`src/rtl/srdl2sv_rsp_tracker.sv`:
```
// srdl2sv_rsp_tracker
// Tracks one register-bus transaction at a time: accepts a read or write
// request pulse, waits for any per-register acknowledge (or times out) and
// returns a single-cycle response pulse with error flag and read data.
//
// Ports
//   reg_clk      : clock, all state on rising edge
//   reg_rst      : synchronous active-high reset
//   w_vld/r_vld  : write/read request pulses from the bus widget
//   reg_ack      : per-register acknowledge [N_REGS]
//   reg_err      : per-register error, qualified by reg_ack [N_REGS]
//   reg_rd_data  : per-register read data, slice i = [32*i+31:32*i]
//   rsp_vld      : one-cycle response pulse
//   rsp_err      : response error (valid with rsp_vld)
//   rsp_data     : response read data (valid with rsp_vld)
//   busy         : transaction in flight (WAIT or RESP)
//   req_ovf      : sticky, a request arrived while busy
module srdl2sv_rsp_tracker #(
   parameter int N_REGS         = 8,
   parameter int TIMEOUT_CYCLES = 16
) (
   input  logic                  reg_clk,
   input  logic                  reg_rst,
   input  logic                  w_vld,
   input  logic                  r_vld,
   input  logic [N_REGS-1:0]     reg_ack,
   input  logic [N_REGS-1:0]     reg_err,
   input  logic [32*N_REGS-1:0]  reg_rd_data,
   output logic                  rsp_vld,
   output logic                  rsp_err,
   output logic [31:0]           rsp_data,
   output logic                  busy,
   output logic                  req_ovf
);

   localparam int CW = $clog2(TIMEOUT_CYCLES) + 1;

   typedef enum logic [1:0] {
      IDLE = 2'd0,
      WAIT = 2'd1,
      RESP = 2'd2
   } state_t;

   state_t          r_state;
   state_t          w_next;
   logic [CW-1:0]   r_cnt;
   logic            r_is_rd;
   logic            r_rsp_err;
   logic [31:0]     r_rsp_data;
   logic            r_req_ovf;

   logic            w_ack_any;
   logic            w_ack_multi;
   logic            w_ack_err;
   logic [31:0]     w_mux_data;
   logic            w_timeout;
   logic            w_req_one;
   logic            w_req_both;
   logic [N_REGS-1:0] w_ack_m1;

   assign w_ack_any   = |reg_ack;
   // Clearing the lowest set bit leaves something only if two or more bits are set.
   assign w_ack_m1    = reg_ack - N_REGS'(1);
   assign w_ack_multi = |(reg_ack & w_ack_m1);
   assign w_ack_err   = (|(reg_ack & reg_err)) | w_ack_multi;
   assign w_timeout   = (r_cnt == CW'(TIMEOUT_CYCLES - 1));
   assign w_req_one   = w_vld ^ r_vld;
   assign w_req_both  = w_vld & r_vld;

   // AND-OR mux: only meaningful when exactly one ack bit is set.
   always_comb begin
      w_mux_data = '0;
      for (int i = 0; i < N_REGS; i++) begin
         w_mux_data = w_mux_data | (reg_rd_data[32*i +: 32] & {32{reg_ack[i]}});
      end
   end

   // State register
   always_ff @(posedge reg_clk) begin
      if (reg_rst) r_state <= IDLE;
      else         r_state <= w_next;
   end

   // Next-state logic
   always_comb begin
      w_next = r_state;
      case (r_state)
         IDLE: begin
            if (w_req_both)                  w_next = RESP;
            else if (w_req_one)              w_next = w_ack_any ? RESP : WAIT;
         end
         WAIT: begin
            if (w_ack_any || w_timeout)      w_next = RESP;
         end
         RESP:                               w_next = IDLE;
         default:                            w_next = IDLE;
      endcase
   end

   // Output logic
   always_comb begin
      rsp_vld  = (r_state == RESP);
      busy     = (r_state != IDLE);
      rsp_err  = r_rsp_err;
      rsp_data = r_rsp_data;
      req_ovf  = r_req_ovf;
   end

   // Transaction datapath: counter, op type, response capture, overflow flag
   always_ff @(posedge reg_clk) begin
      if (reg_rst) begin
         r_cnt      <= '0;
         r_is_rd    <= 1'b0;
         r_rsp_err  <= 1'b0;
         r_rsp_data <= '0;
         r_req_ovf  <= 1'b0;
      end else begin
         if ((r_state != IDLE) && (w_vld || r_vld)) r_req_ovf <= 1'b1;
         case (r_state)
            IDLE: begin
               if (w_req_both) begin
                  r_rsp_err  <= 1'b1;
                  r_rsp_data <= '0;
               end else if (w_req_one) begin
                  r_is_rd <= r_vld;
                  r_cnt   <= '0;
                  if (w_ack_any) begin
                     r_rsp_err  <= w_ack_err;
                     r_rsp_data <= (r_vld && !w_ack_err) ? w_mux_data : 32'd0;
                  end
               end
            end
            WAIT: begin
               // Ack takes priority over a coincident timeout.
               if (w_ack_any) begin
                  r_rsp_err  <= w_ack_err;
                  r_rsp_data <= (r_is_rd && !w_ack_err) ? w_mux_data : 32'd0;
               end else if (w_timeout) begin
                  r_rsp_err  <= 1'b1;
                  r_rsp_data <= '0;
               end else if (r_cnt != '1) begin
                  r_cnt <= r_cnt + CW'(1);
               end
            end
            default: ;
         endcase
      end
   end

endmodule
```
`config.mk`:
```
export PLATFORM = sky130hd
export DESIGN_NAME = srdl2sv_rsp_tracker
export DESIGN_NICKNAME = d
export VERILOG_FILES = /design/src/rtl/srdl2sv_rsp_tracker.sv
export SDC_FILE = /design/constraint.sdc
export NUM_CORES = 1
export LEC_CHECK = 0
export CORE_ASPECT_RATIO = 0.6
export CORE_MARGIN = 10
export CORE_UTILIZATION = 26
export CTS_BUF_LIST = sky130_fd_sc_hd__clkbuf_16
export DETAILED_ROUTE_END_ITERATION = 16
export GPL_TIMING_DRIVEN = 0
export PLACE_DENSITY = 0.88
export SLEW_MARGIN = 20
export SYNTH_ARGS = -nofsm -noshare
export SYNTH_HDL_FRONTEND = slang
export SYNTH_SLANG_ARGS = --single-unit
```
`constraint.sdc`:
```
create_clock -name reg_clk -period 2.3 [get_ports reg_clk]
set_clock_uncertainty 0.05 [all_clocks]
set_input_delay 0.46 -clock reg_clk [delete_from_list [all_inputs] [get_ports reg_clk]]
set_output_delay 0.46 -clock reg_clk [all_outputs]
set_load 0.03 [all_outputs]
```
# Word level (Yosys, flattened, before mapping)
# Index checks and enable logic that the tools add are counted.
[totals]
ff_bits = 42
input_bits = 276
out_inout_bits = 36
word_cells = 83
[classes]
addsub = 2
n_eq_ne = 13
n_mux = 25
bitwise_logic = 21
reduce_logical = 16
[ops]
columns = ["cell", "count"]
rows = [
  ["32-bit AND", 8],
  ["32-bit 2-to-1 mux", 7],
  ["32-bit OR", 7],
  ["32-bit one-hot mux with 2 select lines", 1],
  ["5-bit 2-to-1 mux", 5],
  ["8-bit OR reduction", 3],
  ["8-bit AND", 2],
  ["2-bit inequality test, second input constant", 6],
  ["5-bit one-hot mux with 2 select lines", 1],
  ["3-bit inequality test, second input constant", 3],
  ["2-bit 2-to-1 mux", 4],
  ["8-bit by 1-bit subtractor with 8-bit output, second input constant", 1],
  ["6-bit AND reduction", 1],
  ["5-bit by 1-bit adder with 5-bit output, second input constant", 1],
  ["5-bit by 4-bit equality test with 1-bit output, second input constant", 1],
  ["1-bit 2-to-1 mux", 5],
  ["5-bit inequality test, second input constant", 1],
  ["2-bit one-hot mux with 2 select lines", 1],
  ["4-bit AND reduction", 1],
  ["2-bit nonzero test", 2],
  ["1-bit logical AND", 3],
  ["3-bit AND reduction", 1],
  ["2-bit by 1-bit equality test with 1-bit output, second input constant", 1],
  ["2-bit equality test, second input constant", 1],
  ["9 further kinds", 10],
]

# Depth between registers and ports, before layout
# Gate-level depths: netlist of run 1.
[depth]
word_depth = 13
ltp_mapped = 9
depth_no_buf = 8

# Least setup slack after synthesis of run 1
# Ideal clock, no wire load.
[synth_path]
path_type = "reg2reg"
startpoint = "register r_cnt[0]"
endpoint = "register r_cnt[3]"
setup_time_ns = 0.079
arrival_time_ns = 2.359
required_ns = 2.171
setup_slack_ns = -0.187
path_stages_with_launch = 9
n_path_buf = 0
period_less_slack_ns = 2.487
cell_sequence = "dfxtp_1 ha_1 and3_1 ha_1 or4b_2 nor4_1 nand4_1 xor2_1 nor3_1"
[synth_via]
elab_chain_cells = 5
elab_cells_between_ends = 10
cone_classes = "add/sub (1); eq/ne (4); mux (4); reduce/logical (1)"
[synth_lines]
columns = ["item", "line_no", "text"]
rows = [
  ["from (decl)", "46", "logic [CW-1:0] r_cnt;"],
  ["from (signal assigned)", "142", "r_cnt <= r_cnt + CW'(1);"],
  ["5-bit by 1-bit adder with 5-bit output", "142", ""],
  ["5-bit 2-to-1 mux", "141", "end else if (r_cnt != '1) begin"],
  ["5-bit 2-to-1 mux", "138", "end else if (w_timeout) begin"],
  ["5-bit 2-to-1 mux", "135", "if (w_ack_any) begin"],
  ["5-bit one-hot mux with 2 select lines", "119", "case (r_state)"],
]
# Several ways; a longest one is shown, not always the timed one. The select of a mux whose other input is x is not followed.
# A chain may end at the register's enable or synchronous reset.

# Worst setup path after layout of run 1
[layout_path]
startpoint = "register r_cnt[1]"
endpoint = "register r_rsp_data[15] (netlist: rsp_data[15])"
[layout_via]
elab_chain_cells = 3
[layout_lines]
columns = ["item", "line_no", "text"]
rows = [
  ["5-bit by 4-bit equality test with 1-bit output", "66", "assign w_timeout = (r_cnt == CW'(TIMEOUT_CYCLES - 1));"],
  ["3-bit inequality test (no source line)", "--", ""],
  ["4-bit AND reduction (no source line)", "--", ""],
  ["to (signal assigned)", "129", "r_rsp_data <= (r_vld && !w_ack_err) ? w_mux_data : 32'd0;"],
  ["to (signal assigned)", "137", "r_rsp_data <= (r_is_rd && !w_ack_err) ? w_mux_data : 32'd0;"],
  ["to (decl)", "49", "logic [31:0] r_rsp_data;"],
]
# No other way between the ends.

==> flow_summary.ini, run 1 <==
[yosys]
synth.avg_cell_area_um2 = 8.51
synthArstFlopShare_pct = 0
synth_area_um2 = 2980
ys_ff_latch = 42
synth.yosys.seq_area_share_pct = 28.2
netlist_instances = 350
synth_area_leaders = a22oi_1 (33%), dfxtp_1 (28%), a22o_1 (9.4%)
synthesis.nets = 632
netlist.top_cell.by_area = a22oi_1
synth_edf_count = 0
ys_warn_count = 0
synth_top_area_share_pct = 32.8
synth_cell_types = 38
synthFlopType = dfxtp_1

[place]
place_hpwl_um = 17100
gp_congestion = 0.920
pre_cts_ws_ns = -0.563
place_inst = 796
io_buffers = 302
place_area_um2 = 6230

[hold_path]
hold_path.class = register to register
whs_endpoint = rsp_data[23]$_SDFFE_PP0P_
min_path_cells = 1
min_from = rsp_data[23]$_SDFFE_PP0P_

[finish]
n_antenna_cell = 0
final_common_cell = clkdlybuf4s50_1
regArea_um2 = 843
fill_cells = 985
fin_nets = 953
drive_gt1_share_pct = 6.85
fin_cells = 816
syn_to_final_growth_pct = 122
final_area_um2 = 6620
multi_input_area_um2 = 2020
layout_common_cells = clkdlybuf4s50_1 (300), a22oi_1 (130), dfxtp_1 (40)

[critical_path]
reg2reg_to = rsp_data[15]$_SDFFE_PP0P_
required_ns = 2.48
crit_path_end_kind = register
critical-path-slowest-cell = or4_4
worstSetupPathType = register to register
start_kind = register
slowest_delay_ns = 0.45
cp.arrival_ns = 2.59
reg2reg_slack_ns = -0.11
critical_path.most_common_cell = ha_4
crit_path_cell_trace = ha_4 -> and3_4 -> ha_4 -> mux2_4 -> or4_4 -> and3b_4 -> nor2_8 -> buf_12 -> buf_8 -> a22o_1
cp_max_fo = 5
r2r_cells = 10
rr_startpoint = r_cnt[1]$_SDFFE_PP0P_

[global_routing]
grt_usage_pct = 24.6
grt_pass1_vias = 5199
grt.overflow.total = 0
grt_start_max_net_pins = 14
grt_pass1_wl_um = 30400
antenna_found_initial = 0

[sta]
timing.final.crit_share_pct = 105
grt_setup_unrepaired = yes
fin_ws_ns = -0.114
final.hold.worst_slack_ns = 0.434
fin_crit_ns = 2.41
worst_pin_slew_ns = 1.12
finalSetupViolCount = 30
maxSlewViolCount = 0
hold_violations = 0
max_freq_ghz = 0.414
slew_headroom_pct = 25.6

[routing]
vias_per_cell = 5.85
wl_um = 21600
drt-initial-drc-count = 348
route.detailed.drc = 0
ant_nets = 0
routedWlPerCell_um = 26.5
dr.pass1.iters = 6
vias = 4770

[floorplanning]
initial_core_util_pct = 26.4
die_h_um = 103
ios = 312
dieArea_um2 = 16300
die_w_um = 158
rows = 30
core_area_um2 = 11300

[clock_tree]
clk_latency_ns = 0.28
clk_pin_slew_ns = 0.06
cts_tree = done
cts_root_buf = clkbuf_16
cts_buffers = 5
htreeDepth = 2
clock-sinks = 42
ctsLongestPathBuffers = 2

[power_and_ir_drop]
power_w = 0.00236
ir_drop_mv = 0.272
cellPowerDensity_nw_per_um2 = 356
power_leakage_nw = 2.44

[status]
violations = negative setup slack
status = finished with violations

[flow_run]
drv_cap = 0
-- how the worst max path moves through the flow --
stage | startpoint | to | slack (ns)
5_1_grt | r_cnt[0]$_SDFFE_PP0P_ | rsp_data[15]$_SDFFE_PP0P_ | -0.16
4_1_cts | r_cnt[1]$_SDFFE_PP0P_ | rsp_data[21]$_SDFFE_PP0P_ | -0.09
3_3_place_gp | r_vld | rsp_data[9]$_SDFFE_PP0P_ | -0.53
6_report | r_cnt[1]$_SDFFE_PP0P_ | rsp_data[15]$_SDFFE_PP0P_ | -0.11
3_5_place_dp | r_vld | rsp_data[7]$_SDFFE_PP0P_ | -0.56
2_1_floorplan | reg_ack[5] | rsp_data[10]$_SDFFE_PP0P_ | 0.00003
-- power by group --
part	leakage, nW	internal, W	switching [W]
logic	2.04	0.000574	0.000356
registers	0.340	0.000733	0.00000605
clock network	0.0672	0.000397	0.000292
total	2.44	0.00170	0.000654
-- cell usage after synthesis, drive strengths merged, types with 2 or more instances --
library cell / number
a22o: 32
nand2: 4
a21oi: 5
nand3: 5
xor2: 2
nor2: 11
clkbuf: 33
a22oi: 130
nor2b: 2
inv: 4
or2: 2
dfxtp: 42
ha: 6
nand2b: 4
nor3: 5
nand4: 33
or4: 2
and3: 3
buf: 8
or3: 3
-- state kept, by name, summed over array words and instances (netlist names) --
register and flops:
r_cnt 5, r_is_rd 1, r_state 2, req_ovf 1, rsp_data 32, rsp_err 1
-- metal layers --
| layer | track usage, % | routed length, um | part of all wire, % |
|---|---|---|---|
| met2 | 43.1 | 10500 | 49 |
| met3 | 7.25 | 2290 | 11 |
| met1 | 28.7 | 8410 | 39 |
| met4 | 7.23 | 438 | 2.0 |
| met5 | 0 | 0 | 0 |
-- metrics by stage --
step                      utilization [%]  setup TNS [ns]
after floorplan                         -               0
after global placement               55.4          -16.80
after detailed placement             55.4          -18.14
after CTS                            58.4           -2.34
after global routing                 58.8           -4.52
final                                58.8           -2.86
-- worst max-delay path: cells and delay by family, from the launching register on --
| kind | cells | cell delay [ns] |
|---|---|---|
| AOI/OAI and AO/OA | 1 | 0.14 |
| DFF | 1 | 0.34 |
| adders and majority gates | 2 | 0.32 |
| muxes | 1 | 0.25 |
| and+or+nand+nor | 4 | 1.01 |
| buffers and inverters | 2 | 0.25 |
-- what timing repair did --
action / 4_1_cts / 5_1_grt
resized for setup: 18 / 3
pin swaps: 26 / 11
hold buffers: 0 / 0
gates cloned: 2 / 1
setup buffers: 8 / 1
endpoints found under the hold margin: 0 / 0
setup endpoints to repair: 38 / 38
-- cell families after synthesis --
logic type,share of synthesized area [%]
simple gates,15.8
buf+inv,6.64
flops,28.2
mux,0.714
fa+ha+maj,2.52
compound gates,45.5
xor+xnor,0.588
-- layout make-up --
| cell class | count | share of cell area (%) |
|---|---|---|
| clock inverters | 3 | 0.246 |
| inverters | 4 | 0.227 |
| flip-flops and latches | 42 | 12.7 |
| plain buffers | 41 | 3.46 |
| clock buffers | 5 | 1.89 |
| well taps | 144 | 2.72 |
| repair buffers | 314 | 48.2 |
| multi-input cells | 263 | 30.5 |
No activity file was read; power rests on OpenSTA's default activity.
==> run 2, diff against run 1 <==
CORE_MARGIN = 2   (was 10)
==> run 2 against run 1 <==
Compared with the run above:
- the flow still finishes with violations (negative setup slack)
- fmax rose by 1.7%
- worst setup slack improved by 0.041 ns
- register-to-register slack gained 0.04 ns
- clock power grew 33%
- design area rose by 0.98%
- critical path depth stayed put
- non-clock buffer count rose by 5
- first-iteration DRC count increased by 22%
- power increased by 9.5%
- critical path type unchanged
- critical endpoint is now rsp_data[14]$_SDFFE_PP0P_
- largest cell class unchanged
- largest power group unchanged
==> flow_summary.ini, run 2 (synthesis gave the netlist of run 1 again) <==
[routing]
vias = 4829
vias_per_cell = 5.88
route.detailed.drc = 0
dr.pass1.iters = 5
routedWlPerCell_um = 23.7
drt-initial-drc-count = 423
wl_um = 19500
ant_nets = 0

[finish]
largest_reg_flops = 32
syn_to_final_growth_pct = 124
fin_nets = 958
n_antenna_cell = 0
drive_gt1_share_pct = 7.98
final_common_cell = clkdlybuf4s50_1
final_core_util_pct = 59.6
layout_common_cells = clkdlybuf4s50_1 (300), a22oi_1 (130), dfxtp_1 (40)

[floorplanning]
rows = 30
ios = 312
core_area_um2 = 11200
die_w_um = 142
initial_core_util_pct = 26.5
die_h_um = 86.9
dieArea_um2 = 12400

[critical_path]
required_ns = 2.48
r2r_cells = 10
slowest_delay_ns = 0.44
startpoint = r_cnt[0]$_SDFFE_PP0P_
reg2reg_to = rsp_data[14]$_SDFFE_PP0P_
worstSetupPathType = register to register
crit_end = rsp_data[14]$_SDFFE_PP0P_
cp_max_fo = 5
critical-path-slowest-cell = or4_4
rr_startpoint = r_cnt[0]$_SDFFE_PP0P_
crit_path_cell_trace = ha_4 -> and3_4 -> ha_4 -> mux2_4 -> or4_4 -> and3b_4 -> nor2_8 -> buf_6 -> buf_6 -> a22o_1
cp.arrival_ns = 2.55
crit_path_end_kind = register
reg2reg_slack_ns = -0.07
start_kind = register

[sta]
max_freq_ghz = 0.421
timing.final.crit_share_pct = 103
finalSetupViolCount = 32
hold_violations = 0
fin_crit_ns = 2.37
worst_pin_slew_ns = 0.921
fin_ws_ns = -0.0735
maxSlewViolCount = 0
grt_setup_unrepaired = yes
fin_setup_tns_ns = -1.76
slew_headroom_pct = 38.6

[global_routing]
grt.overflow.total = 0
grt_pass1_vias = 4922
grt_pass1_wl_um = 27600
grt_usage_pct = 29.8
use_met2_pct = 51.8
grt.busiest_layer = met2
met1_usage_pct = 37.0
grt_start_max_net_pins = 14
use_met3_pct = 6.76
antenna_found_initial = 0

[flow_run]
drv_cap = 0

[power_and_ir_drop]
combPwrFrac_pct = 35.8
power_leakage_nw = 2.49
switching_share_pct = 25.6
cellPowerDensity_nw_per_um2 = 386
ir_drop_mv = 0.257
p_seq_share_pct = 28.6
power.internal_w = 0.00192
power_w = 0.00258
switchingPower_w = 0.000660
p_clk_share_pct = 35.6

[clock_tree]
ctsLongestPathBuffers = 2
htreeDepth = 2
cts_hold_buf = 0
cts_buffers = 5
clk_latency_ns = 0.29
clk_pin_slew_ns = 0.06
cts_tree = done
cts_root_buf = clkbuf_16
clock-sinks = 42

[status]
violations = negative setup slack
status = finished with violations

[hold_path]
hold_path.class = register to register

[place]
io_buffers = 302
place_hpwl_um = 14800
gp_congestion = 0.874
[run 2: cell count changes in the layout (fill, tap and decap cells not counted), sizes merged]
cell	change
clkinvlp	-1
clkinv	-1
clkbuf	-2
buf	+7
bufinv	+2
[run 2: metal layers]
metal,wire length (um),vias up
met5,0,-
met1,7870,2326
met3,1750,55
met2,9270,333
met4,580,0
li1,-,2115
[run 2: area by class of cell]
cell class / count / area (um2)
Inverter: 4 / 15.0
Sequential cell: 42 / 843
Clock buffer: 5 / 125
Fill cell: 935 / 4540
Clock inverter: 3 / 63.8
Multi-Input combinational cell: 263 / 2030
Timing Repair Buffer: 319 / 3200
Buffer: 41 / 230
Tap cell: 144 / 180
[run 2: what timing repair did]
item | in CTS | in global routing
pin swaps | 20 | 12
setup endpoints to repair | 38 | 38
buffers inserted | 10 | 4
endpoints found under the hold margin | 0 | 0
resized for setup | 21 | 6
cloned | 2 | 1
[run 2: worst min-delay path by stage]
stage	cells after the start	endpoint	startpoint	slack, ns
floorplan	2	r_is_rd$_SDFFE_PP0P_	r_is_rd$_SDFFE_PP0P_	0.39
global placement	2	r_is_rd$_SDFFE_PP0P_	r_is_rd$_SDFFE_PP0P_	0.40
detailed placement	2	r_is_rd$_SDFFE_PP0P_	r_is_rd$_SDFFE_PP0P_	0.41
CTS	2	r_is_rd$_SDFFE_PP0P_	r_is_rd$_SDFFE_PP0P_	0.42
global route	1	rsp_data[3]$_SDFFE_PP0P_	rsp_data[3]$_SDFFE_PP0P_	0.45
finish	1	rsp_data[4]$_SDFFE_PP0P_	rsp_data[4]$_SDFFE_PP0P_	0.44
[run 2: power by group through the flow]
stage               Sequential, W  Clock, W  Combinational, W
floorplan                0.000760         0          0.000269
global placement         0.000754         0          0.000852
detailed placement       0.000754         0          0.000869
CTS                      0.000738  0.000934          0.000906
global route             0.000738  0.000978          0.000972
finish                   0.000739  0.000919          0.000923
[run 2: worst max-delay path, delay by kind of cell (launching register included)]
family	cells	cell delay [ns]
buffers and inverters	2	0.26
flip-flops	1	0.34
AO/OA/AOI/OAI	1	0.14
AND/OR/NAND/NOR	4	0.96
adder cells (fa/ha/maj)	2	0.32
multiplexers	1	0.25
[run 2: per-stage QoR]
step	area [um2]	hold slack [ns]	std cells	setup WS, ns
floorplan	3030	0.387	350	0.0000295
global route	6690	0.452	821	-0.115
CTS	6620	0.422	816	-0.0768
detailed placement	6230	0.410	796	-0.559
finish	6690	0.435	821	-0.0735
global placement	6230	0.404	796	-0.513
==> run 3, diff against run 2 <==
CORE_AREA = 2 2 121 123   (was not set)
CORE_ASPECT_RATIO = not set   (was 0.6)
CORE_MARGIN = not set   (was 2)
CORE_UTILIZATION = not set   (was 26)
DIE_AREA = 0 0 123 125   (was not set)
PLACE_DENSITY = 0.74   (was 0.88)
clock period = 2.35 ns   (was 2.3 ns; I/O delays follow)
==> run 3 against run 2 <==
Compared with the run above:
- the flow still finishes with violations (negative setup slack)
- combinational power is 0.9% lower
- global-route usage is 4.1 points lower
- worst setup slack worse by 0.036 ns
- critical endpoint is now rsp_data[15]$_SDFFE_PP0P_
- core utilization down 13 points
- non-clock buffer count down 3
- sequential cell count unchanged
- register-to-register slack got worse by 0.04 ns
- power shrank 11%
- hold slack got worse by 0.0078 ns
- clock-buffer cell count is the same
- clock power is 28% lower
==> flow_summary.ini, run 3 (synthesis gave the netlist of run 1 again) <==
[critical_path]
worstSetupPathType = register to register
reg2reg_to = rsp_data[15]$_SDFFE_PP0P_
cp.arrival_ns = 2.63
crit_path_end_kind = register
required_ns = 2.52
r2r_cells = 10
rr_startpoint = r_cnt[0]$_SDFFE_PP0P_
start_kind = register
reg2reg_slack_ns = -0.11
cp_max_fo = 10

[clock_tree]
htreeDepth = 2
clock-sinks = 42
cts_hold_buf = 0
ctsLongestPathBuffers = 2
clk_latency_ns = 0.28
clk_pin_slew_ns = 0.06
cts_tree = done
cts_buffers = 5
cts_root_buf = clkbuf_16

[hold_path]
min_path_cells = 2
hold_path.class = register to register
whs_endpoint = req_ovf$_SDFFE_PP0P_
min_from = req_ovf$_SDFFE_PP0P_

[sta]
hold_violations = 0
maxSlewViolCount = 0
finalSetupViolCount = 36
grt_setup_unrepaired = yes
fin_ws_ns = -0.110
max_freq_ghz = 0.407
slew_headroom_pct = 31.7
timing.final.crit_share_pct = 105
fin_crit_ns = 2.46
worst_pin_slew_ns = 1.02

[routing]
vias_per_cell = 5.41
ant_nets = 0
drt-initial-drc-count = 239
dr.pass1.iters = 5
route.detailed.drc = 0
routedWlPerCell_um = 24.0
vias = 4639
wl_um = 20600

[global_routing]
grt.overflow.total = 0
met1_usage_pct = 30.6
grt_pass1_wl_um = 29300
grt_pass1_vias = 4806
use_met3_pct = 3.92
grt_usage_pct = 25.8
grt_start_max_net_pins = 13
use_met2_pct = 46.9
antenna_found_initial = 0
grt.busiest_layer = met2

[finish]
syn_to_final_growth_pct = 123
largest_reg_flops = 32
n_antenna_cell = 0
final_common_cell = clkdlybuf4s50_1
layout_common_cells = clkdlybuf4s50_1 (300), a22oi_1 (130), dfxtp_1 (40)
fin_nets = 955
drive_gt1_share_pct = 6.97
final_core_util_pct = 46.8

[status]
status = finished with violations
violations = negative setup slack

[power_and_ir_drop]
power_w = 0.00230
ir_drop_mv = 0.242
cellPowerDensity_nw_per_um2 = 346
power_leakage_nw = 2.44

[floorplanning]
dieArea_um2 = 15400
core_area_um2 = 14200
die_h_um = 125
ios = 312
die_w_um = 123
initial_core_util_pct = 21.0
rows = 44

[place]
place_hpwl_um = 15900
io_buffers = 302
gp_congestion = 0.929

[flow_run]
drv_cap = 0
-- run 3: power by group --
part | switching (W) | internal [W]
Clock | 0.000280 | 0.000383
Sequential | 0.00000521 | 0.000718
Combinational | 0.000357 | 0.000558
Total | 0.000642 | 0.00166
-- run 3: final cells by class --
class	instances	area, um2
clock buffers	5	125
flip-flops and latches	42	843
fillers	1354	7550
multi-input cells	263	2020
clock inverters	3	11.3
repair buffers	317	3210
well taps	184	230
plain buffers	40	193
inverters	4	15.0
-- run 3: per-layer routing --
layer / up-vias / routed length (um)
met1: 2234 / 8160
li1: 2114 / -
met2: 260 / 10600
met4: 0 / 616
met3: 31 / 1280
met5: - / 0
-- run 3: repair_timing --
action,4_1_cts,5_1_grt
pin swaps,12,2
buffers inserted,10,3
endpoints found under the setup margin,37,38
gates resized for setup,30,0
gates cloned,2,0
-- run 3: worst max-delay path by stage --
| stage | start | to | cells past startpoint |
|---|---|---|---|
| final | r_cnt[0]$_SDFFE_PP0P_ | rsp_data[15]$_SDFFE_PP0P_ | 10 |
| after global routing | r_cnt[0]$_SDFFE_PP0P_ | rsp_data[4]$_SDFFE_PP0P_ | 10 |
| after CTS | r_cnt[0]$_SDFFE_PP0P_ | rsp_data[15]$_SDFFE_PP0P_ | 10 |
| after detailed placement | reg_ack[0] | rsp_data[26]$_SDFFE_PP0P_ | 8 |
| after global placement | reg_ack[0] | rsp_data[27]$_SDFFE_PP0P_ | 8 |
| after floorplan | r_cnt[0]$_SDFFE_PP0P_ | r_cnt[3]$_SDFFE_PP0P_ | 8 |
-- run 3: critical path, stage by stage, from the launching register on --
cell,delay (ns)
dfxtp_2,0.35
ha_4,0.16
and3_4,0.19
ha_4,0.17
mux2_4,0.26
or4_4,0.44
and3b_4,0.22
nor2_8,0.15
buf_12,0.14
buf_8,0.12
a22o_1,0.14
-- run 3: metrics by stage --
step                cells  hold slack, ns  area, um2  setup slack, ns  setup TNS [ns]
detailed placement    836           0.413       6240           -0.611          -19.24
global placement      836           0.406       6240           -0.619          -19.01
global route          858           0.440       6650           -0.158           -4.71
finish                858           0.427       6650           -0.110           -2.92
CTS                   855           0.432       6630          -0.0875           -1.84
floorplan             350           0.387       2980           0.0219               0
